File: src/rtl/oc_alloc_ctrl_if.sv
// rtl/oc_alloc_ctrl_if.sv - Issue, RF response, EX grant and flush signals of the operand-collector allocator
interface oc_alloc_ctrl_if #(
  parameter int WARP_ID_W = 3
);
  logic                 Iss_Valid;
  logic [WARP_ID_W-1:0] Iss_Warp_ID;
  logic [2:0]           Iss_Src_Valid;
  logic                 Iss_Ready;
  logic [1:0]           Alloc_Entry;
  logic                 RF_Rsp_Valid;
  logic [1:0]           RF_Rsp_Entry;
  logic [1:0]           RF_Rsp_Src;
  logic [3:0]           OC_IssReq_EX_IU;
  logic [3:0]           EX_IU_Grant;
  logic                 Flush_Valid;
  logic [WARP_ID_W-1:0] Flush_Warp_ID;
  logic                 OC_Err;

  modport master (
    output Iss_Valid, Iss_Warp_ID, Iss_Src_Valid,
    input  Iss_Ready, Alloc_Entry,
    output RF_Rsp_Valid, RF_Rsp_Entry, RF_Rsp_Src,
    input  OC_IssReq_EX_IU,
    output EX_IU_Grant, Flush_Valid, Flush_Warp_ID,
    input  OC_Err
  );

  modport slave (
    input  Iss_Valid, Iss_Warp_ID, Iss_Src_Valid,
    output Iss_Ready, Alloc_Entry,
    input  RF_Rsp_Valid, RF_Rsp_Entry, RF_Rsp_Src,
    output OC_IssReq_EX_IU,
    input  EX_IU_Grant, Flush_Valid, Flush_Warp_ID,
    output OC_Err
  );
endinterface

File: src/rtl/oc_alloc_ctrl.sv
// rtl/oc_alloc_ctrl.sv - Four-entry operand-collector allocator with operand tracking, issue request and warp flush
module oc_alloc_ctrl #(
  parameter int WARP_ID_W = 3
) (
  input logic            clk,
  input logic            rst_n,
  oc_alloc_ctrl_if.slave bus
);

  typedef enum logic [1:0] {
    ST_FREE       = 2'd0,
    ST_COLLECTING = 2'd1,
    ST_READY      = 2'd2
  } entry_state_e;

  entry_state_e         r_state       [4];
  entry_state_e         w_state_nxt   [4];
  logic [2:0]           r_pending     [4];
  logic [2:0]           w_pending_nxt [4];
  logic [WARP_ID_W-1:0] r_warp        [4];
  logic [WARP_ID_W-1:0] w_warp_nxt    [4];
  logic                 r_err;
  logic                 w_err_nxt;

  logic [3:0] w_free;
  logic [3:0] w_req;
  logic [1:0] w_alloc_idx;
  logic       w_accept;
  logic [3:0] w_flush_hit;
  logic       w_grant_ok;
  logic       w_grant_err;
  logic [2:0] w_rsp_mask;
  logic       w_rsp_hit;
  logic       w_rsp_err;

  // Outputs depend only on registered entry state.
  always_comb begin
    w_free      = '0;
    w_req       = '0;
    w_alloc_idx = 2'd0;
    for (int i = 0; i < 4; i++) begin
      w_free[i] = (r_state[i] == ST_FREE);
      w_req[i]  = (r_state[i] == ST_READY);
    end
    for (int i = 3; i >= 0; i--) begin
      if (w_free[i]) begin
        w_alloc_idx = 2'(i);
      end
    end
  end

  assign bus.Iss_Ready       = |w_free;
  assign bus.Alloc_Entry     = w_alloc_idx;
  assign bus.OC_IssReq_EX_IU = w_req;
  assign bus.OC_Err          = r_err;

  assign w_accept = bus.Iss_Valid & (|w_free);

  // Flush only reaches entries that were already occupied, so a same-cycle allocation survives.
  always_comb begin
    w_flush_hit = '0;
    for (int i = 0; i < 4; i++) begin
      w_flush_hit[i] = bus.Flush_Valid && (r_state[i] != ST_FREE) &&
                       (r_warp[i] == bus.Flush_Warp_ID);
    end
  end

  assign w_grant_ok  = ((bus.EX_IU_Grant & (bus.EX_IU_Grant - 4'd1)) == 4'd0);
  assign w_grant_err = !w_grant_ok || ((bus.EX_IU_Grant & ~w_req & ~w_flush_hit) != 4'd0);

  // Source 3 shifts out of the mask, so it can never match a pending bit.
  assign w_rsp_mask = 3'b001 << bus.RF_Rsp_Src;
  assign w_rsp_hit  = bus.RF_Rsp_Valid &&
                      (r_state[bus.RF_Rsp_Entry] == ST_COLLECTING) &&
                      ((r_pending[bus.RF_Rsp_Entry] & w_rsp_mask) != 3'b000);
  assign w_rsp_err  = bus.RF_Rsp_Valid &&
                      ((bus.RF_Rsp_Src == 2'd3) ||
                       (!w_rsp_hit && !w_flush_hit[bus.RF_Rsp_Entry]));

  always_comb begin
    for (int i = 0; i < 4; i++) begin
      w_state_nxt[i]   = r_state[i];
      w_pending_nxt[i] = r_pending[i];
      w_warp_nxt[i]    = r_warp[i];
      if (w_flush_hit[i]) begin
        w_state_nxt[i]   = ST_FREE;
        w_pending_nxt[i] = 3'b000;
      end else if (w_grant_ok && bus.EX_IU_Grant[i] && (r_state[i] == ST_READY)) begin
        w_state_nxt[i]   = ST_FREE;
        w_pending_nxt[i] = 3'b000;
      end else if (w_rsp_hit && (bus.RF_Rsp_Entry == 2'(i))) begin
        w_pending_nxt[i] = r_pending[i] & ~w_rsp_mask;
        if ((r_pending[i] & ~w_rsp_mask) == 3'b000) begin
          w_state_nxt[i] = ST_READY;
        end
      end else if (w_accept && (w_alloc_idx == 2'(i))) begin
        w_warp_nxt[i]    = bus.Iss_Warp_ID;
        w_pending_nxt[i] = bus.Iss_Src_Valid;
        w_state_nxt[i]   = (bus.Iss_Src_Valid != 3'b000) ? ST_COLLECTING : ST_READY;
      end
    end
    w_err_nxt = r_err | w_grant_err | w_rsp_err;
  end

  always_ff @(posedge clk or negedge rst_n) begin
    if (!rst_n) begin
      for (int i = 0; i < 4; i++) begin
        r_state[i]   <= ST_FREE;
        r_pending[i] <= 3'b000;
        r_warp[i]    <= '0;
      end
      r_err <= 1'b0;
    end else begin
      for (int i = 0; i < 4; i++) begin
        r_state[i]   <= w_state_nxt[i];
        r_pending[i] <= w_pending_nxt[i];
        r_warp[i]    <= w_warp_nxt[i];
      end
      r_err <= w_err_nxt;
    end
  end

endmodule

File: src/flat_wrapper.sv
// flat-port wrapper written by rule: the top's interface ports become plain ports
module oc_alloc_ctrl_flat 
#(
  parameter int WARP_ID_W = 3
)
  (clk, rst_n, bus_Iss_Valid, bus_Iss_Warp_ID, bus_Iss_Src_Valid, bus_Iss_Ready, bus_Alloc_Entry, bus_RF_Rsp_Valid, bus_RF_Rsp_Entry, bus_RF_Rsp_Src, bus_OC_IssReq_EX_IU, bus_EX_IU_Grant, bus_Flush_Valid, bus_Flush_Warp_ID, bus_OC_Err);
  oc_alloc_ctrl_if #(.WARP_ID_W(WARP_ID_W)) bus_i ();
  input logic clk;
  input logic rst_n;
  input wire logic [$bits(bus_i.Iss_Valid)-1:0] bus_Iss_Valid;
  input wire logic [$bits(bus_i.Iss_Warp_ID)-1:0] bus_Iss_Warp_ID;
  input wire logic [$bits(bus_i.Iss_Src_Valid)-1:0] bus_Iss_Src_Valid;
  output wire logic [$bits(bus_i.Iss_Ready)-1:0] bus_Iss_Ready;
  output wire logic [$bits(bus_i.Alloc_Entry)-1:0] bus_Alloc_Entry;
  input wire logic [$bits(bus_i.RF_Rsp_Valid)-1:0] bus_RF_Rsp_Valid;
  input wire logic [$bits(bus_i.RF_Rsp_Entry)-1:0] bus_RF_Rsp_Entry;
  input wire logic [$bits(bus_i.RF_Rsp_Src)-1:0] bus_RF_Rsp_Src;
  output wire logic [$bits(bus_i.OC_IssReq_EX_IU)-1:0] bus_OC_IssReq_EX_IU;
  input wire logic [$bits(bus_i.EX_IU_Grant)-1:0] bus_EX_IU_Grant;
  input wire logic [$bits(bus_i.Flush_Valid)-1:0] bus_Flush_Valid;
  input wire logic [$bits(bus_i.Flush_Warp_ID)-1:0] bus_Flush_Warp_ID;
  output wire logic [$bits(bus_i.OC_Err)-1:0] bus_OC_Err;
  assign bus_i.Iss_Valid = bus_Iss_Valid;
  assign bus_i.Iss_Warp_ID = bus_Iss_Warp_ID;
  assign bus_i.Iss_Src_Valid = bus_Iss_Src_Valid;
  assign bus_Iss_Ready = bus_i.Iss_Ready;
  assign bus_Alloc_Entry = bus_i.Alloc_Entry;
  assign bus_i.RF_Rsp_Valid = bus_RF_Rsp_Valid;
  assign bus_i.RF_Rsp_Entry = bus_RF_Rsp_Entry;
  assign bus_i.RF_Rsp_Src = bus_RF_Rsp_Src;
  assign bus_OC_IssReq_EX_IU = bus_i.OC_IssReq_EX_IU;
  assign bus_i.EX_IU_Grant = bus_EX_IU_Grant;
  assign bus_i.Flush_Valid = bus_Flush_Valid;
  assign bus_i.Flush_Warp_ID = bus_Flush_Warp_ID;
  assign bus_OC_Err = bus_i.OC_Err;
  oc_alloc_ctrl #(.WARP_ID_W(WARP_ID_W)) u_core (.clk(clk), .rst_n(rst_n), .bus(bus_i));
endmodule
File: config.mk
export PLATFORM = sky130hd
export DESIGN_NAME = oc_alloc_ctrl_flat
export DESIGN_NICKNAME = d
export VERILOG_FILES = /design/src/rtl/oc_alloc_ctrl_if.sv /design/src/rtl/oc_alloc_ctrl.sv /design/src/flat_wrapper.sv
export SDC_FILE = /design/constraint.sdc
export NUM_CORES = 1
export LEC_CHECK = 0
export BUFFER_PORTS_ARGS = -buffer_cell sky130_fd_sc_hd__buf_2
export CAP_MARGIN = 20
export CORE_MARGIN = 2
export CORE_UTILIZATION = 52
export DETAILED_ROUTE_END_ITERATION = 8
export PLACE_DENSITY = 0.76
export SYNTH_ARGS = -nofsm -noshare
export SYNTH_HDL_FRONTEND = slang
export SYNTH_SLANG_ARGS = --single-unit
File: constraint.sdc
create_clock -name clk -period 2.06 [get_ports clk]
set_clock_uncertainty 0.2 [all_clocks]
set_input_delay 0.206 -clock clk [delete_from_list [all_inputs] [get_ports clk]]
set_output_delay 0.206 -clock clk [all_outputs]
set_load 0.005 [all_outputs]
==> load_flow_metrics.sql, run 1 <==
INSERT INTO impl_metrics (metric_group, metric, value, unit) VALUES
('run_status', 'run_status', 'finished with violations', ''),
('run_status', 'failing_checks', 'setup timing', ''),
('layout', 'antenna-diode-count', '0', ''),
('route', 'routed_wire_length_per_instance', '19.8', 'µm'),
('grt', 'number_of_global_route_vias_before_repair', '2460', ''),
('placement', 'detailedPlace.worstSlack', '-0.235', 'ns'),
('power_and_ir_drop', 'power.density_cell_area', '1240', 'nW/µm²'),
('worst_setup_path', 'worstSetupStartpointType', 'flop', ''),
('worst_setup_path', 'timing.reg2reg.worst_path_depth', '6', ''),
('logic_synthesis', 'cell_area_synth', '2200', 'µm²'),
('grt', 'grt_overflow', '0', ''),
('placement', 'placed_cell_area', '2680', 'µm²'),
('worst_setup_path', 'critPathLaunch', 'u_core.r_pending[5]$_DFFE_PN0P_', ''),
('power_and_ir_drop', 'swShare', '42.3', '%'),
('sta', 'final_min_period_over_clock_period', '109', '%'),
('layout', 'n_fill_cell', '274', ''),
('min_path', 'hold_path.class', 'in2reg', ''),
('worst_setup_path', 'worst-path-max-fanout', '6', ''),
('route', 'detail-route-antenna-nets', '0', ''),
('flow_run', 'max_cap_violations', '0', ''),
('placement', 'routabilityCongestion', '0.875', ''),
('sta', 'final_critical_path_setup_slack', '-0.176', 'ns'),
('sta', 'timing.max_slew.rel_slack', '47.0', '%'),
('placement', 'post-dp-hpwl', '5230', 'µm'),
('worst_setup_path', 'cp_data_required_time', '2.06', 'ns'),
('sta', 'hold_ws', '0.0175', 'ns'),
('placement', 'portBuffers', '29', ''),
('clock_network', 'cts_sink_cnt', '33', ''),
('sta', 'report.final.setup_viol', '15', ''),
('worst_setup_path', 'timing.critical_path.to', 'u_core.r_pending[3]$_DFFE_PN0P_', ''),
('logic_synthesis', 'syn_inst', '258', ''),
('grt', 'grt_max_degree', '34', ''),
('power_and_ir_drop', 'power.clock.fraction', '13.4', '%'),
('power_and_ir_drop', 'combinational_fraction_of_design_power', '55.6', '%'),
('route', 'route.met2.wl', '3860', 'µm'),
('floorplan', 'die_h', '69', 'µm'),
('floorplan', 'fp.coreArea', '4030', 'µm²'),
('clock_network', 'htreeDepth', '2', ''),
('layout', 'post-route-cell-area', '3040', 'µm²'),
('grt', 'antenna_found_initial', '0', ''),
('route', 'wl_met3', '551', 'µm'),
('logic_synthesis', 'synth_fp_nets', '280', ''),
('logic_synthesis', 'postSynthAreaPerCell', '8.52', 'µm²'),
('floorplan', 'ports', '30', ''),
('floorplan', 'die-width', '69', 'µm'),
('logic_synthesis', 'share_of_flip_flops_with_an_asynchronous_set_or_reset_after_synthesis', '100', '%'),
('route', 'detail_route.first_pass.iterations', '5', ''),
('layout', 'final_cell_mix', 'sky130_fd_sc_hd__nand2_1 (44), sky130_fd_sc_hd__buf_4 (44), sky130_fd_sc_hd__dfrtp_1 (33)', ''),
('sta', 'max_freq', '0.447', 'GHz'),
('route', 'via_per_inst', '6.41', ''),
('logic_synthesis', 'synthFlopType', 'sky130_fd_sc_hd__dfrtp_1', ''),
('clock_network', 'clockRootBuffer', 'sky130_fd_sc_hd__clkbuf_8', ''),
('route', 'highest_layer', 'met4', ''),
('logic_synthesis', 'yosysTopAreaCell', 'sky130_fd_sc_hd__dfrtp_1', ''),
('power_and_ir_drop', 'power.sequential.fraction', '31.0', '%'),
('power_and_ir_drop', 'p_sw', '1600', 'µW'),
('worst_setup_path', 'reg2reg_setup_slack', '-0.18', 'ns'),
('logic_synthesis', 'ys_seq_area_share', '37.6', '%'),
('sta', 'fin_crit', '2.24', 'ns'),
('power_and_ir_drop', 'power.leakage', '0.00132', 'µW'),
('worst_setup_path', 'timing.setup.critical_path_class', 'reg2reg', ''),
('worst_setup_path', 'critical_path.reg2reg.endpoint', 'u_core.r_pending[3]$_DFFE_PN0P_', ''),
('clock_network', 'clkTransAtPathRegs', '0.07', 'ns'),
('sta', 'report.final.slew_viol_count', '0', ''),
('layout', 'synth_to_final_area_change', '38.4', '%'),
('logic_synthesis', 'netlist_top_cells_area', 'sky130_fd_sc_hd__dfrtp_1 (38%), sky130_fd_sc_hd__nand2_1 (7.5%), sky130_fd_sc_hd__nor2_1 (5.5%)', ''),
('worst_setup_path', 'timing.rr.start', 'u_core.r_pending[5]$_DFFE_PN0P_', ''),
('worst_setup_path', 'worstPathArrival', '2.23', 'ns'),
('sta', 'rsz0062_at_grt', 'true', ''),
('clock_network', 'cts.path.max_buffers', '2', ''),
('route', 'routed_wl', '7700', 'µm');
-- power groups by stage --
stage / clock network, µW / logic (µW) / registers [µW]
6_report: 504 / 2100 / 1170
5_1_grt: 531 / 2270 / 1190
4_1_cts: 502 / 1880 / 1160
2_1_floorplan: 0 / 992 / 1170
3_5_place_dp: 0 / 1770 / 1170
3_3_place_gp: 0 / 1720 / 1160
-- area by class of cell --
cell class	instances	area, µm²	share of cell area [%]
flip-flops and latches	33	826	27.1
inverters	4	15.0	0.494
multi-input cells	216	1500	49.4
repair buffers	80	549	18.1
clock buffers	7	86.3	2.84
well taps	50	62.6	2.06
-- worst max-delay path, stage by stage, from the launching register on --
cell and delay [ns]:
sky130_fd_sc_hd__dfrtp_1 0.41, sky130_fd_sc_hd__mux4_2 0.52, sky130_fd_sc_hd__mux2i_4 0.21, sky130_fd_sc_hd__nor3_4 0.11, sky130_fd_sc_hd__o21ai_2 0.23, sky130_fd_sc_hd__nand3_1 0.23
sky130_fd_sc_hd__a31oi_4 0.24
-- metrics by stage --
| step | utilization, % | cells | power [µW] |
|---|---|---|---|
| after floorplan | - | 258 | 2160 |
| after global placement | 66.5 | 372 | 2880 |
| after detailed placement | 66.5 | 372 | 2940 |
| after CTS | 72.2 | 386 | 3540 |
| after global routing | 75.5 | 390 | 3990 |
| final | 75.5 | 390 | 3780 |
-- flip-flops by register name, indices dropped and copies added, names as in the netlist --
register	cells
u_core.r_pending	12
u_core.r_warp	12
u_core.r_state	8
u_core.bus.OC_Err	1
-- Yosys cell counts, types with 2 or more instances --
master and instances:
sky130_fd_sc_hd__nand2_1 44, sky130_fd_sc_hd__dfrtp_1 33, sky130_fd_sc_hd__nor2_1 32, sky130_fd_sc_hd__nand3_1 19
sky130_fd_sc_hd__o21ai_0 12, sky130_fd_sc_hd__xor2_1 12, sky130_fd_sc_hd__a31oi_1 11, sky130_fd_sc_hd__a21oi_1 8
sky130_fd_sc_hd__nor2b_1 6, sky130_fd_sc_hd__nor3_1 6, sky130_fd_sc_hd__nand2b_1 5, sky130_fd_sc_hd__nor4_1 5
sky130_fd_sc_hd__a31o_2 4, sky130_fd_sc_hd__inv_1 4, sky130_fd_sc_hd__mux2_2 4, sky130_fd_sc_hd__mux2i_1 4
sky130_fd_sc_hd__clkbuf_1 3, sky130_fd_sc_hd__nor3b_1 3, sky130_fd_sc_hd__o2111ai_1 3, sky130_fd_sc_hd__o211ai_1 3
sky130_fd_sc_hd__o32ai_1 3, sky130_fd_sc_hd__a2111oi_0 2, sky130_fd_sc_hd__a211oi_1 2, sky130_fd_sc_hd__a32oi_1 2
sky130_fd_sc_hd__buf_4 2, sky130_fd_sc_hd__mux4_1 2, sky130_fd_sc_hd__nand3b_1 2, sky130_fd_sc_hd__or2_2 2
-- per-layer routing --
layer  GRT usage (%)  up-vias
li1                -     1108
met1            37.3     1208
met2            53.6      145
met3            5.56       38
met4            13.5        0
met5               0        -
-- kinds of logic (layout without fill, tap and decap cells) --
| kind of cell | count (synthesis) | count (layout) | share of synthesized area, % |
|---|---|---|---|
| buffers and inverters | 9 | 91 | 1.88 |
| adders and majority gates | 1 | 1 | 0.456 |
| muxes | 11 | 11 | 7.29 |
| and+or+nand+nor | 132 | 132 | 28.3 |
| DFF | 33 | 33 | 37.6 |
| AOI/OAI and AO/OA | 60 | 60 | 19.7 |
| xor gates and xnor gates | 12 | 12 | 4.78 |
-- how the worst min path moves through the flow --
stage	startpoint	endpoint	slack (ns)	depth (start not counted)
after global routing	bus_RF_Rsp_Valid	u_core.bus.OC_Err$_DFF_PN0_	0.06	3
after global placement	rst_n	u_core.r_state[4]$_DFFE_PN0P_	0.11	1
after floorplan	rst_n	u_core.bus.OC_Err$_DFF_PN0_	-0.29	0
final	bus_RF_Rsp_Valid	u_core.bus.OC_Err$_DFF_PN0_	0.02	3
after detailed placement	rst_n	u_core.bus.OC_Err$_DFF_PN0_	0.12	1
after CTS	bus_Iss_Src_Valid[1]	u_core.r_pending[10]$_DFFE_PN0P_	0.03	3
-- timing repair --
item	in CTS	in global routing
endpoints found under the hold margin	42	0
gates resized for setup	19	23
pin swaps	20	15
setup buffers	3	4
hold buffers	4	0
setup endpoints to repair	18	21
Note: power is estimated with default switching activity, not from simulation.
==> run 2, diff against run 1 <==
CORE_UTILIZATION = 54   (was 52)
CTS_BUF_LIST = sky130_fd_sc_hd__clkbuf_8   (was unset)
PLACE_DENSITY = 0.79   (was 0.76)
==> run 2 against run 1 <==
The run still ends with setup timing left. Via count increased by 4.2%. Worst setup slack improved by 0.070 ns. Clock-buffer cell count decreased by 1. Worst hold slack improved by 0.0060 ns. Die area decreased by 3.5%. Total power increased by 1.0%. Combinational power about the same. Clock power increased by 4%. Sequential share of layout area decreased by 0.10 points. Maximum frequency increased by 3.2%. Cell area increased by 0.37%. Sequential power about the same. Largest power group unchanged.
==> load_flow_metrics.sql, run 2 (synthesis gave the netlist of run 1 again) <==
INSERT INTO impl_metrics (metric_group, metric, value, unit) VALUES
('layout', 'multi_input_comb_area', '1510', 'µm²'),
('sta', 'fin_crit', '2.17', 'ns'),
('power_and_ir_drop', 'combinational_fraction_of_design_power', '55.4', '%'),
('grt', 'number_of_global_route_vias_before_repair', '2332', ''),
('worst_setup_path', 'timing.rr.start', 'u_core.r_state[1]$_DFFE_PN0P_', ''),
('power_and_ir_drop', 'power.clock.fraction', '13.7', '%'),
('clock_network', 'cts_sink_cnt', '33', ''),
('route', 'detail_route.first_pass.iterations', '7', ''),
('worst_setup_path', 'critPathLaunch', 'u_core.r_state[1]$_DFFE_PN0P_', ''),
('sta', 'report.final.setup_viol', '13', ''),
('route', 'detail-route-antenna-nets', '0', ''),
('worst_setup_path', 'critical_path.reg2reg.endpoint', 'u_core.r_state[5]$_DFFE_PN0P_', ''),
('power_and_ir_drop', 'internal-power', '2180', 'µW'),
('route', 'via_per_inst', '6.68', ''),
('power_and_ir_drop', 'power.leakage', '0.00132', 'µW'),
('sta', 'max_freq', '0.462', 'GHz'),
('grt', 'antenna_found_initial', '0', ''),
('layout', 'num-nets-final', '362', ''),
('worst_setup_path', 'cp_capture_type', 'flop', ''),
('run_status', 'run_status', 'finished with violations', ''),
('clock_network', 'clkTransAtPathRegs', '0.08', 'ns'),
('route', 'detail_route.iter0.violations', '221', ''),
('placement', 'detailedPlace.worstSlack', '-0.268', 'ns'),
('layout', 'post_route_cells_drive_above_1_share', '36.8', '%'),
('floorplan', 'dieArea', '4590', 'µm²'),
('worst_setup_path', 'timing.reg2reg.worst_path_depth', '7', ''),
('floorplan', 'fp.coreArea', '3970', 'µm²'),
('sta', 'final_critical_path_setup_slack', '-0.106', 'ns'),
('placement', 'portBuffers', '29', ''),
('clock_network', 'clockRootBuffer', 'sky130_fd_sc_hd__clkbuf_8', ''),
('worst_setup_path', 'cp_data_required_time', '2.03', 'ns'),
('sta', 'timing.max_slew.rel_slack', '49.5', '%'),
('sta', 'rsz0062_at_grt', 'true', ''),
('worst_setup_path', 'worstPathArrival', '2.14', 'ns'),
('floorplan', 'die_h', '67.8', 'µm'),
('layout', 'final_cell_mix', 'sky130_fd_sc_hd__nand2_1 (44), sky130_fd_sc_hd__buf_4 (44), sky130_fd_sc_hd__dfrtp_1 (33)', ''),
('grt', 'grt_overflow', '0', ''),
('placement', 'post-dp-hpwl', '4980', 'µm'),
('floorplan', 'ports', '30', ''),
('floorplan', 'row_count', '23', ''),
('route', 'routed-via-count', '2604', ''),
('layout', 'biggest_regs', 'u_core.r_pending: 12 flops, u_core.r_warp: 12 flops, u_core.r_state: 8 flops', ''),
('clock_network', 'cts.path.max_buffers', '2', ''),
('power_and_ir_drop', 'power.sequential.fraction', '30.9', '%'),
('worst_setup_path', 'timing.setup.critical_path_class', 'reg2reg', ''),
('sta', 'worst_slew_pin_slew', '0.758', 'ns'),
('grt', 'grt_max_degree', '34', ''),
('sta', 'hold_viol_final', '0', ''),
('min_path', 'hold_path.class', 'in2reg', ''),
('sta', 'report.final.slew_viol_count', '0', ''),
('flow_run', 'max_cap_violations', '0', ''),
('route', 'remaining_drc_errors', '0', ''),
('placement', 'routabilityCongestion', '0.879', ''),
('min_path', 'worstHoldEndpoint', 'u_core.bus.OC_Err$_DFF_PN0_', ''),
('worst_setup_path', 'reg2reg_setup_slack', '-0.11', 'ns'),
('route', 'routed_wire_length_per_instance', '20.2', 'µm'),
('layout', 'n_fill_cell', '253', ''),
('sta', 'final_min_period_over_clock_period', '105', '%'),
('route', 'routed_wl', '7870', 'µm'),
('run_status', 'failing_checks', 'setup timing', ''),
('layout', 'antenna-diode-count', '0', ''),
('layout', 'synth_to_final_area_change', '39.0', '%'),
('power_and_ir_drop', 'power.density_cell_area', '1250', 'nW/µm²'),
('grt', 'grt_first_pass_wirelength', '11000', 'µm'),
('worst_setup_path', 'worst-path-max-fanout', '6', ''),
('min_path', 'hp-start', 'bus_RF_Rsp_Valid', ''),
('floorplan', 'initial_utilization', '55.3', '%'),
('clock_network', 'worst_skew_pair.late_latency', '0.30', 'ns'),
('grt', 'grt.total_usage', '32.8', '%'),
('clock_network', 'htreeDepth', '2', ''),
('power_and_ir_drop', 'p_sw', '1630', 'µW'),
('layout', 'finish.utilization', '76.9', '%'),
('clock_network', 'cts_tree', 'yes', ''),
('power_and_ir_drop', 'swShare', '42.8', '%'),
('power_and_ir_drop', 'worst_ir_drop_vdd', '0.728', 'mV'),
('clock_network', 'cts_made_buffers', '5', ''),
('sta', 'totalNegativeSetupSlack', '-0.461', 'ns'),
('min_path', 'worst_hold_path.num_cells', '3', ''),
('layout', 'register_area', '826', 'µm²'),
('worst_setup_path', 'worstSetupStartpointType', 'flop', ''),
('floorplan', 'die-width', '67.8', 'µm');
-- run 2: stage by stage --
step,instances,total power (µW),hold slack [ns],cell area (µm²)
2_1_floorplan,258,2160,-0.290,2200
3_3_place_gp,373,2840,0.114,2690
3_5_place_dp,373,2890,0.119,2690
4_1_cts,386,3570,0.0140,2940
5_1_grt,390,4030,0.0349,3050
6_report,390,3820,0.0235,3050
-- run 2: layout make-up --
cell class                      instances  area share (%)
Inverter                                4           0.492
Clock inverter                          1           0.246
Clock buffer                            6            2.70
Multi-Input combinational cell        216            49.5
Tap cell                               50            2.05
Timing Repair Buffer                   80            18.0
Sequential cell                        33            27.0
-- run 2: power groups by stage --
stage | combinational [µW] | clock (µW) | sequential [µW]
floorplan | 992 | 0 | 1170
global placement | 1690 | 0 | 1150
detailed placement | 1730 | 0 | 1160
CTS | 1900 | 520 | 1160
global route | 2290 | 552 | 1190
finish | 2120 | 522 | 1180
-- run 2: what timing repair did --
action	in CTS	in global routing
setup endpoints to repair	19	18
pin swaps	7	20
resized for setup	22	20
hold buffers	4	0
gates cloned	0	0
hold endpoints to repair	42	0
setup buffers	2	4
-- run 2: worst max-delay path by stage --
stage                                      end  slack (ns)  cells past startpoint
6_report         u_core.r_state[5]$_DFFE_PN0P_       -0.11                      7
5_1_grt          u_core.r_state[5]$_DFFE_PN0P_       -0.14                      6
4_1_cts          u_core.r_state[7]$_DFFE_PN0P_       -0.02                      6
3_5_place_dp   u_core.r_pending[4]$_DFFE_PN0P_       -0.27                      7
3_3_place_gp   u_core.r_pending[3]$_DFFE_PN0P_       -0.22                      7
2_1_floorplan    u_core.r_state[5]$_DFFE_PN0P_       0.002                      6
-- run 2: per-layer routing --
layer	global-route usage [%]	routed length, µm	share of wire [%]	vias to the layer above
li1	-	-	-	1123
met4	13.8	274	3.5	0
met3	6.83	732	9.3	46
met5	0	0	0	-
met2	54.3	3820	49	197
met1	41.6	3040	39	1238
-- run 2: worst max-delay path, stage by stage, from the launching register on --
cell                        delay, ns
sky130_fd_sc_hd__dfrtp_1         0.41
sky130_fd_sc_hd__mux2_4          0.28
sky130_fd_sc_hd__a2bb2oi_4       0.16
sky130_fd_sc_hd__buf_4           0.16
sky130_fd_sc_hd__nor2_4          0.26
sky130_fd_sc_hd__nor2_4          0.07
sky130_fd_sc_hd__or3_1           0.37
sky130_fd_sc_hd__o311a_1         0.13
